===== src/rtl/y_div8.sv =====
// 8-bit unsigned restoring divider: one quotient bit per clock, 8 steps per division.
// Results are registered and held until the next completion or reset.
module y_div8 (
    input  logic       clk,
    input  logic       rst_n,
    input  logic       start,
    input  logic [7:0] a,
    input  logic [7:0] b,
    output logic [7:0] q,
    output logic [7:0] r,
    output logic       busy,
    output logic       done,
    output logic       dbz
);

    typedef enum logic [1:0] {StIdle, StRun, StDone} state_e;

    state_e     state_q, state_d;
    logic [7:0] dvd_q, dvd_d;       // dividend shifts out MSB-first, quotient bits shift in
    logic [7:0] divisor_q, divisor_d;
    logic [7:0] rem_q, rem_d;
    logic [2:0] cnt_q, cnt_d;
    logic [7:0] q_q, q_d;
    logic [7:0] r_q, r_d;
    logic       dbz_q, dbz_d;

    logic [8:0] shifted;
    logic [8:0] diff;
    logic       borrow;
    logic [7:0] rem_step;
    logic [7:0] quo_step;
    logic       capture;

    // The partial remainder stays below the divisor, so bit 8 of the difference is the borrow.
    always_comb begin
        shifted  = {rem_q, dvd_q[7]};
        diff     = shifted - {1'b0, divisor_q};
        borrow   = diff[8];
        rem_step = borrow ? shifted[7:0] : diff[7:0];
        quo_step = {dvd_q[6:0], ~borrow};
    end

    always_comb begin
        state_d   = state_q;
        dvd_d     = dvd_q;
        divisor_d = divisor_q;
        rem_d     = rem_q;
        cnt_d     = cnt_q;
        q_d       = q_q;
        r_d       = r_q;
        dbz_d     = dbz_q;
        capture   = 1'b0;

        case (state_q)
            StIdle: begin
                capture = start;
            end
            StRun: begin
                dvd_d = quo_step;
                rem_d = rem_step;
                cnt_d = cnt_q + 3'd1;
                if (cnt_q == 3'd7) begin
                    q_d     = quo_step;
                    r_d     = rem_step;
                    dbz_d   = (divisor_q == 8'd0);
                    state_d = StDone;
                end
            end
            StDone: begin
                capture = start;
                if (!start) begin
                    state_d = StIdle;
                end
            end
            default: begin
                state_d = StIdle;
            end
        endcase

        if (capture) begin
            dvd_d     = a;
            divisor_d = b;
            rem_d     = 8'd0;
            cnt_d     = 3'd0;
            state_d   = StRun;
        end
    end

    always_ff @(posedge clk or negedge rst_n) begin
        if (!rst_n) begin
            state_q   <= StIdle;
            dvd_q     <= 8'd0;
            divisor_q <= 8'd0;
            rem_q     <= 8'd0;
            cnt_q     <= 3'd0;
            q_q       <= 8'd0;
            r_q       <= 8'd0;
            dbz_q     <= 1'b0;
        end else begin
            state_q   <= state_d;
            dvd_q     <= dvd_d;
            divisor_q <= divisor_d;
            rem_q     <= rem_d;
            cnt_q     <= cnt_d;
            q_q       <= q_d;
            r_q       <= r_d;
            dbz_q     <= dbz_d;
        end
    end

    assign q    = q_q;
    assign r    = r_q;
    assign dbz  = dbz_q;
    assign busy = (state_q == StRun);
    assign done = (state_q == StDone);

endmodule


===== config.mk =====
export PLATFORM = sky130hd
export DESIGN_NAME = y_div8
export DESIGN_NICKNAME = d
export VERILOG_FILES = /design/src/rtl/y_div8.sv
export SDC_FILE = /design/constraint.sdc
export NUM_CORES = 1
export LEC_CHECK = 0
export ABC_AREA = 0
export CORE_UTILIZATION = 50
export DETAILED_ROUTE_END_ITERATION = 12
export HOLD_SLACK_MARGIN = 0.05
export PLACE_DENSITY = 0.75
export REMOVE_ABC_BUFFERS = 1
export SLEW_MARGIN = 20
export SYNTH_ARGS = -nofsm -noshare
export SYNTH_HDL_FRONTEND = slang
export SYNTH_SLANG_ARGS = --single-unit

===== constraint.sdc =====
create_clock -name clk -period 2.9 [get_ports clk]
set_input_delay 0.58 -clock clk [delete_from_list [all_inputs] [get_ports clk]]
set_output_delay 0.58 -clock clk [all_outputs]
set_load 0.05 [all_outputs]

======== After elaboration in Yosys (flattened, before gate mapping) ========
Cells that the tools add are included.
storage, ports and cells
  memory bits (read-only) ................. 0
  word-level logic and storage cells ...... 35
  bits in registers ....................... 46
  RAM bits ................................ 0
  memories kept ........................... 0
  bits in latches ......................... 0
  output and inout bits ................... 19
cells by class
  reduce and logical (&&, ||, !) cells .... 6
  $lt $le $gt $ge ......................... 0
  add/sub/neg operators ................... 2
  eq/ne operators ......................... 6
  $mul .................................... 0
  divide/modulo/power cells ............... 0
  shift operators ......................... 0
  multiplexer cells ....................... 12
  bitwise logic cells ..................... 1
operators with widths
  kind                 count
  $mux 8               5
  $sub 9x8->9          1
  $logic_not 8->1      1
  $mux 2               3
  $mux 3               2
  $pmux 2 s3           1
  $add 3x1->3 const B  1
  $eq 3x3->1 const B   1
  $ne 3x1->1 const B   1
  $ne 3x2->1 const B   1
  $reduce_and 3->1     1
  $eq 2x1->1 const B   1
  $eq 2x2->1 const B   1
  $logic_not 2->1      1
  $ne 2x2->1 const B   1
  $reduce_and 2->1     1
  $reduce_bool 2->1    1
  $reduce_or 2->1      1
  $mux 1               1
  $not 1->1            1

======== Logic depth before layout (Yosys ltp) ========
Gate-level depths: netlist of run 1.
  depth in word-level cells ............... 5
  mapped depth ............................ 9
  depth with buffers taken out ............ 9

======== Worst setup path before layout of run 1 ========
No wires, ideal clock.
  path kind ............................... flip-flop to flip-flop
  start point ............................. register dvd_q[7]
  end point ............................... register r_q[5] (netlist: r[5])
  clock period less this slack ............ 2413 ps
  arrival time ............................ 2336 ps
  slack ................................... 487 ps
  cell stages (with the launch flop) ...... 10
  buffers on the path ..................... 0
  data required time ...................... 2823 ps
  cells stage by stage .................... dfrtp_1 > inv_1 > ha_1 > inv_1 > fa_1 > a211oi_4 > o211ai_2 > a311oi_4 > mux2_4 > o21ai_1
between the ends
  word-level cells in the longest chain between the ends .. 2
RTL lines
  element                 line  RTL
  start, declared         19    logic [7:0] dvd_q, dvd_d;
  start signal, assigned  101   dvd_q <= dvd_d;
  $sub 9x8->9             37    diff = shifted - {1'b0, divisor_q};
  $mux 8                  39    rem_step = borrow ? shifted[7:0] : diff[7:0];
  end signal, assigned    106   r_q <= r_d;
  end, declared           24    logic [7:0] r_q, r_d;
No other way between the ends.
A chain may end at the register's enable or synchronous reset.

======== Final worst setup path of run 1 ========
Same ends and word-level chain as after synthesis.

==> flow_summary.yaml, run 1 <==
outcome:
  status: "finished, final reports clean"
setup_path:
  reg2reg_setup_slack_ps: 250
  reg2reg_to: "r[5]"
  critPathSlowestCell: "a311oi_4"
  worstPathCellList: "inv_1 > ha_1 > inv_1 > fa_1 > a211oi_4 > o211ai_2 > a311oi_4 > mux2_4 > o21ai_1"
  r2r_cells: 9
  cp_max_fo: 6
  rr_startpoint: "dvd_q[7]"
  crit_type: "flop to flop"
  cp.required_ps: 3120
  start_kind: "flop"
  slowest_delay_ps: 530
  critPathBufInv: 2
  cp-end-kind: "flop"
  cpMostUsedCell: "inv_1"
  worstPathArrival_ps: 2870
  crit_family: "compound AO/OA/AOI/OAI gates"
floorplanning:
  start_util: 0.528
  core_um2: 4410
  die-width_um: 70.3
  die_h_um: 70.3
  rows: 24
  fp.dieArea_um2: 4940
  io_pins: 38
clocking:
  root_buffer: "clkbuf_8"
  cts_tree: "built"
  cts_setup_buffers: 0
  path_clk_slew_ps: 80
  numCtsBuffers: 5
  cts_resized: 0
  cts.path.max_buffers: 2
  h-tree-depth: 2
  numClockSinks: 46
  clock_latency_ps: 290
  holdBufCountCts: 0
synth:
  synthTopCellsByCount: "dfrtp_1 (46), nand2_1 (43), o21ai_0 (15)"
  ys_ff_latch: 46
  seq_area_frac_synth: 0.494
  synth_most_common_cell: "dfrtp_1"
  synth_edf_count: 0
  syn_area_um2: 2330
  yosys_most_used_dff: "dfrtp_1"
  synth_cells: 222
  yosysTopAreaCellShare: 0.494
  yosys.area.top_type: "dfrtp_1"
  avgSynthCellArea_um2: 10.5
  async_flop_share: 1.00
  yosysUniqueCellTypes: 45
  synth_area_leaders: "dfrtp_1 (49%), nand2_1 (6.9%), ha_1 (5.4%)"
  yosysWarningCount: 0
final_layout:
  area_growth_pct: 22.9
  drive_gt1_frac: 0.133
  fin_nets: 293
  antenna_cells: 0
  post-route-util: 0.649
  fillCellCount: 362
route:
  wl_per_cell_um: 15.0
  ant_nets: 0
  drt_first_iter_violations: 101
  vias_per_cell: 5.43
  drtPass1Iterations: 4
  wl_um: 4730
  drc_errors: 0
  vias: 1715
global_routing:
  antenna_found_initial: 0
  overflow: 0
  grt_pass1_wl_um: 8040
  grt_pass1_vias: 1662
  globalRouteTotalUtil: 0.211
  grt_start_max_net_pins: 47
placed_design:
  place_hpwl_um: 3390
  gp_congestion: 0.829
  port_buffers: 37
min_path:
  hold_path_class: "input pin to asynchronous set/reset pin"
flow_run:
  maxCapViolCount: 0
timing:
  hold_viol: 0
  setup_tns_ps: 0
  relSlewSlack: 0.558
  rsz0062_at_grt: "no"
  finClkSkew_ps: 3.57
  clock.fmax_mhz: 378
  finalCriticalPeriod_ps: 2650
  worst_pin_slew_ps: 661
  setup_viol: 0
  slew_viol_final: 0
  finalCritPeriodShare: 0.912
==> state kept, by name, indices dropped and copies added (netlist names) <==
signal,count
cnt_q,3
rem_q,8
r,8
dvd_q,8
q,8
dbz,1
state_q,2
divisor_q,8
==> cell families after synthesis <==
| group | Yosys count | synth area share |
|---|---|---|
| AOI/OAI and AO/OA | 58 | 0.191 |
| muxes | 16 | 0.0773 |
| DFF | 46 | 0.494 |
| adders and majority gates | 11 | 0.0623 |
| xor gates and xnor gates | 4 | 0.0150 |
| and+or+nand+nor | 64 | 0.122 |
| buffers and inverters | 23 | 0.0376 |
==> routing by layer <==
metal / up-vias / GRT usage / share of wire
met4: 0 / 0.0667 / 0.011
met5: - / 0 / 0
li1: 863 / - / -
met2: 41 / 0.327 / 0.47
met1: 807 / 0.289 / 0.47
met3: 4 / 0.0534 / 0.048
==> stage by stage <==
step | setup WS (ps) | cells | area [um2] | hold WS [ps]
global placement | 354 | 308 | 2770 | 461
finish | 254 | 316 | 2860 | 278
global route | 60.9 | 316 | 2860 | 327
detailed placement | 281 | 308 | 2770 | 464
CTS | 255 | 316 | 2860 | 483
floorplan | 477 | 213 | 2290 | 284
==> cell type report <==
cell class,instances,area [um2],area share
clock buffer,7,86.3,0.0301
clock inverter,1,5.00,0.00175
inverter,14,52.6,0.0183
multi-input combinational,153,1090,0.381
sequential,46,1150,0.402
tap,52,65.1,0.0227
timing repair buffer,43,413,0.144
==> layout by cell type, fill, tap and decap left out, types with 2 or more instances in the layout <==
cell              n
a211oi_1          3
a21oi_1           2
a21oi_2           2
a22o_1            2
a22oi_1           7
buf_4             7
clkbuf_8          6
clkdlybuf4s50_1  36
dfrtp_1          46
ha_1             10
inv_1            14
mux2_2            8
mux2_4            2
mux2i_1           6
nand2_1          43
nand2b_1          3
nand3_1           2
nor2_1            5
nor2b_1           2
nor3_1            2
nor4_1            2
o211ai_2          2
o21ai_0          15
o21ai_1          10
o21ai_2           2
o31ai_1           2
xor2_1            3
==> how the worst max path moves through the flow <==
stage / cells past startpoint / start / endpoint
6_report: 9 / dvd_q[7] / r[5]
5_1_grt: 9 / dvd_q[7] / r[4]
4_1_cts: 9 / dvd_q[7] / r[4]
3_5_place_dp: 9 / dvd_q[7] / r[5]
3_3_place_gp: 9 / dvd_q[7] / r[5]
2_1_floorplan: 9 / dvd_q[7] / r[5]
==> worst reg2reg max path: cells and delay by family, from the launching register on <==
kind            cells  cell delay [ps]
compound gates      4             1110
fa+ha+maj           2              610
flops               1              360
mux                 1              350
buf+inv             2              140
Power of run 1 is not shown: default switching activity piles up to over one toggle a cycle in this logic, so the estimate is an artifact.
==> inputs of run 2 (changes only) <==
- CORE_UTILIZATION: 50 -> 40
- PLACE_DENSITY: 0.75 -> not set
==> run 2 against run 1 <==
Compared with the run above:
- maximum frequency is 0.94% higher
- sequential share of layout area is 0.67 points lower
- hold slack hardly changed
- register-to-register slack better by 20 ps
- highest routed layer unchanged
- utilization is 13 points lower
- critical path depth stayed put
- largest cell class unchanged
- routed wire length is 2.3% higher
- non-clock buffer count is 1 lower
- clock-buffer cell count is 1 lower
- setup slack better by 25 ps
==> flow_summary.yaml, run 2 (synthesized netlist as in run 1, its figures left out) <==
outcome:
  status: "finished, final reports clean"
flow_run:
  maxCapViolCount: 0
global_routing:
  antenna_found_initial: 0
  grt_pass1_vias: 1773
  grt_start_max_net_pins: 47
  globalRouteTotalUtil: 0.186
  overflow: 0
  grt_pass1_wl_um: 8670
setup_path:
  cp-end-kind: "flop"
  crit_family: "compound AO/OA/AOI/OAI gates"
  critPathSlowestCell: "a311oi_4"
  worstPathCellList: "inv_1 > ha_1 > inv_1 > fa_1 > a211oi_4 > o211ai_2 > a311oi_4 > mux2_4 > o21ai_1"
  slowest_delay_ps: 510
  crit_type: "flop to flop"
  cp.required_ps: 3140
  worstPathArrival_ps: 2860
  start_kind: "flop"
  cp_max_fo: 6
  reg2reg_setup_slack_ps: 280
  cpMostUsedCell: "inv_1"
  critPathBufInv: 2
placed_design:
  dpl_cell_area_um2: 2800
  port_buffers: 37
  gp_congestion: 0.776
  place_hpwl_um: 3340
route:
  drc_errors: 0
  vias_per_cell: 5.01
  vias: 1680
  wl_per_cell_um: 14.4
  drt_first_iter_violations: 110
  wl_um: 4840
  ant_nets: 0
  drtPass1Iterations: 4
timing:
  worst_pin_slew_ps: 779
  setup_tns_ps: 0
  finalCriticalPeriod_ps: 2620
  finalCritPeriodShare: 0.904
  rsz0062_at_grt: "no"
  relSlewSlack: 0.479
  finClkSkew_ps: 6.34
  clock.fmax_mhz: 381
  setup_viol: 0
  slew_viol_final: 0
  whs_ps: 277
  hold_viol: 0
final_layout:
  post-route-util: 0.523
  multi_input_area_um2: 1090
  mostFrequentLayoutCells: "dfrtp_1 (46), nand2_1 (43), clkdlybuf4s50_1 (36), o21ai_0 (15), inv_1 (14)"
  fin_nets: 292
  drive_gt1_frac: 0.129
  area_growth_pct: 25.0
  antenna_cells: 0
  seq_area_um2: 1150
  fillCellCount: 536
  mostFrequentLayoutCell: "dfrtp_1"
  stdcell_area_um2: 2910
floorplanning:
  rows: 27
  core_um2: 5570
  die-width_um: 78.3
  start_util: 0.418
  die_h_um: 78.3
  io_pins: 38
  fp.dieArea_um2: 6130
clocking:
  path_clk_slew_ps: 90
  h-tree-depth: 2
  holdBufCountCts: 0
  cts_tree: "built"
  cts_resized: 0
  cts.path.max_buffers: 2
  cts_setup_buffers: 0
  root_buffer: "clkbuf_8"
  clock_latency_ps: 310
  numCtsBuffers: 5
  numClockSinks: 46
min_path:
  hold_path_class: "input pin to asynchronous set/reset pin"
[run 2: through the flow]
stage / setup WS, ps / cells
after detailed placement: 285 / 327
final: 278 / 335
after global routing: 77.2 / 335
after CTS: 272 / 335
after global placement: 340 / 327
after floorplan: 477 / 213
[run 2: worst paths after layout]
path	startpoint	end	depth (start not counted)
worst max-delay path	dvd_q[7]	rem_q[5]	9
worst min-delay path	rst_n	rem_q[3]	1
worst max register to register	dvd_q[7]	rem_q[5]	9
worst min register to register	r[0]	r[0]	2
max in group asynchronous	rst_n	q[0]	1
min in group clk	r[0]	r[0]	2
[run 2: cell type report]
class	count	area share
clock inverters	2	0.0129
inverters	14	0.0180
flip-flops and latches	46	0.395
well taps	72	0.0309
multi-input cells	153	0.375
repair buffers	42	0.143
clock buffers	6	0.0249
[run 2: metal layers]
metal | up-vias | GRT usage | share of wire
met5 | - | 0 | 0
met4 | 0 | 0.0722 | 0.017
met3 | 8 | 0.0547 | 0.059
met2 | 38 | 0.282 | 0.42
met1 | 776 | 0.250 | 0.50
li1 | 858 | - | -
Power of run 2 is left out for the same reason.
==> inputs of run 3 (changes only) <==
- CORE_MARGIN: not set -> 4
- PLACE_DENSITY_LB_ADDON: not set -> 0.05
==> run 3 against run 2 <==
Compared with the run above:
- global-route usage is 3.2 points lower
- non-clock buffer count grew 2
- utilization up 0.090 points
- critical path type unchanged
- via count is 1.3% higher
- setup slack worse by 23 ps
- clock skew down 1.9 ps
- sequential share of layout area decreased by 0.068 points
- final cell count rose by 0.30%
==> flow_summary.yaml, run 3 (synthesized netlist as in run 1, its figures left out) <==
clocking:
  path_clk_slew_ps: 80
  h-tree-depth: 2
  cts_resized: 0
  cts_tree: "built"
  root_buffer: "clkbuf_8"
  cts.path.max_buffers: 2
  cts_setup_buffers: 0
  clock_latency_ps: 300
  numClockSinks: 46
  numCtsBuffers: 5
  holdBufCountCts: 0
route:
  ant_nets: 0
  vias_per_cell: 5.07
  drc_errors: 0
  vias: 1702
  drtPass1Iterations: 4
  wl_um: 5050
  wl_per_cell_um: 15.0
  drt_first_iter_violations: 71
timing:
  worst_pin_slew_ps: 598
  relSlewSlack: 0.601
  hold_viol: 0
  finClkSkew_ps: 4.44
  setup_viol: 0
  whs_ps: 289
  finalCritPeriodShare: 0.912
  setup_tns_ps: 0
  clock.fmax_mhz: 378
  slew_viol_final: 0
  finalCriticalPeriod_ps: 2640
  rsz0062_at_grt: "no"
final_layout:
  fillCellCount: 524
  area_growth_pct: 25.2
  mostFrequentLayoutCells: "dfrtp_1 (46), nand2_1 (43), clkdlybuf4s50_1 (35), o21ai_0 (15), inv_1 (14)"
  drive_gt1_frac: 0.144
  fin_nets: 294
  mostFrequentLayoutCell: "dfrtp_1"
  post-route-util: 0.523
  antenna_cells: 0
global_routing:
  overflow: 0
  grt_pass1_vias: 1762
  grt_start_max_net_pins: 47
  antenna_found_initial: 0
  globalRouteTotalUtil: 0.154
  grt_pass1_wl_um: 8760
outcome:
  status: "finished, final reports clean"
floorplanning:
  io_pins: 38
  core_um2: 5570
  rows: 27
  fp.dieArea_um2: 7110
  die-width_um: 84.3
  die_h_um: 84.3
  start_util: 0.418
setup_path:
  start_kind: "flop"
  cp.required_ps: 3120
  reg2reg_setup_slack_ps: 260
  cp_max_fo: 6
  cp-end-kind: "flop"
  worstPathArrival_ps: 2870
  crit_start: "dvd_q[7]"
  crit_type: "flop to flop"
  rr_startpoint: "dvd_q[7]"
placed_design:
  place_hpwl_um: 3660
  port_buffers: 37
  gp_congestion: 0.725
flow_run:
  maxCapViolCount: 0
min_path:
  hold_path_class: "input pin to asynchronous set/reset pin"
-- run 3: path summary, 6_finish.rpt --
check                                    end  depth (start not counted)
worst max-delay path                rem_q[5]                          9
worst min-delay path            divisor_q[1]                          1
worst max register to register      rem_q[5]                          9
worst min register to register          r[0]                          2
max in group asynchronous               r[7]                          1
min in group clk                        r[0]                          2
-- run 3: layout make-up --
type | instances | area (um2) | area share
flip-flops and latches | 46 | 1150 | 0.395
multi-input cells | 153 | 1090 | 0.375
repair buffers | 44 | 418 | 0.143
well taps | 72 | 90.1 | 0.0309
clock buffers | 6 | 82.6 | 0.0283
inverters | 14 | 52.6 | 0.0180
clock inverters | 1 | 30.0 | 0.0103
-- run 3: worst max-delay path: stages, from the launching register on --
cell and delay (ps):
dfrtp_1 370, inv_1 90, ha_1 160, inv_1 50, fa_1 430, a211oi_4 310, o211ai_2 170, a311oi_4 510
mux2_4 350, o21ai_1 120
-- run 3: routing by layer --
metal	vias to the layer above	global-route usage	wire, um
li1	861	-	-
met1	800	0.216	2500
met2	35	0.233	2250
met3	6	0.0412	230
met4	0	0.0439	63
met5	-	0	0
-- run 3: stage by stage --
step | cells | setup slack [ps] | cell area [um2]
floorplan | 213 | 477 | 2290
global placement | 329 | 324 | 2800
detailed placement | 329 | 252 | 2800
CTS | 336 | 230 | 2920
global route | 336 | 91.5 | 2920
finish | 336 | 256 | 2920
Power of run 3 is left out for the same reason.
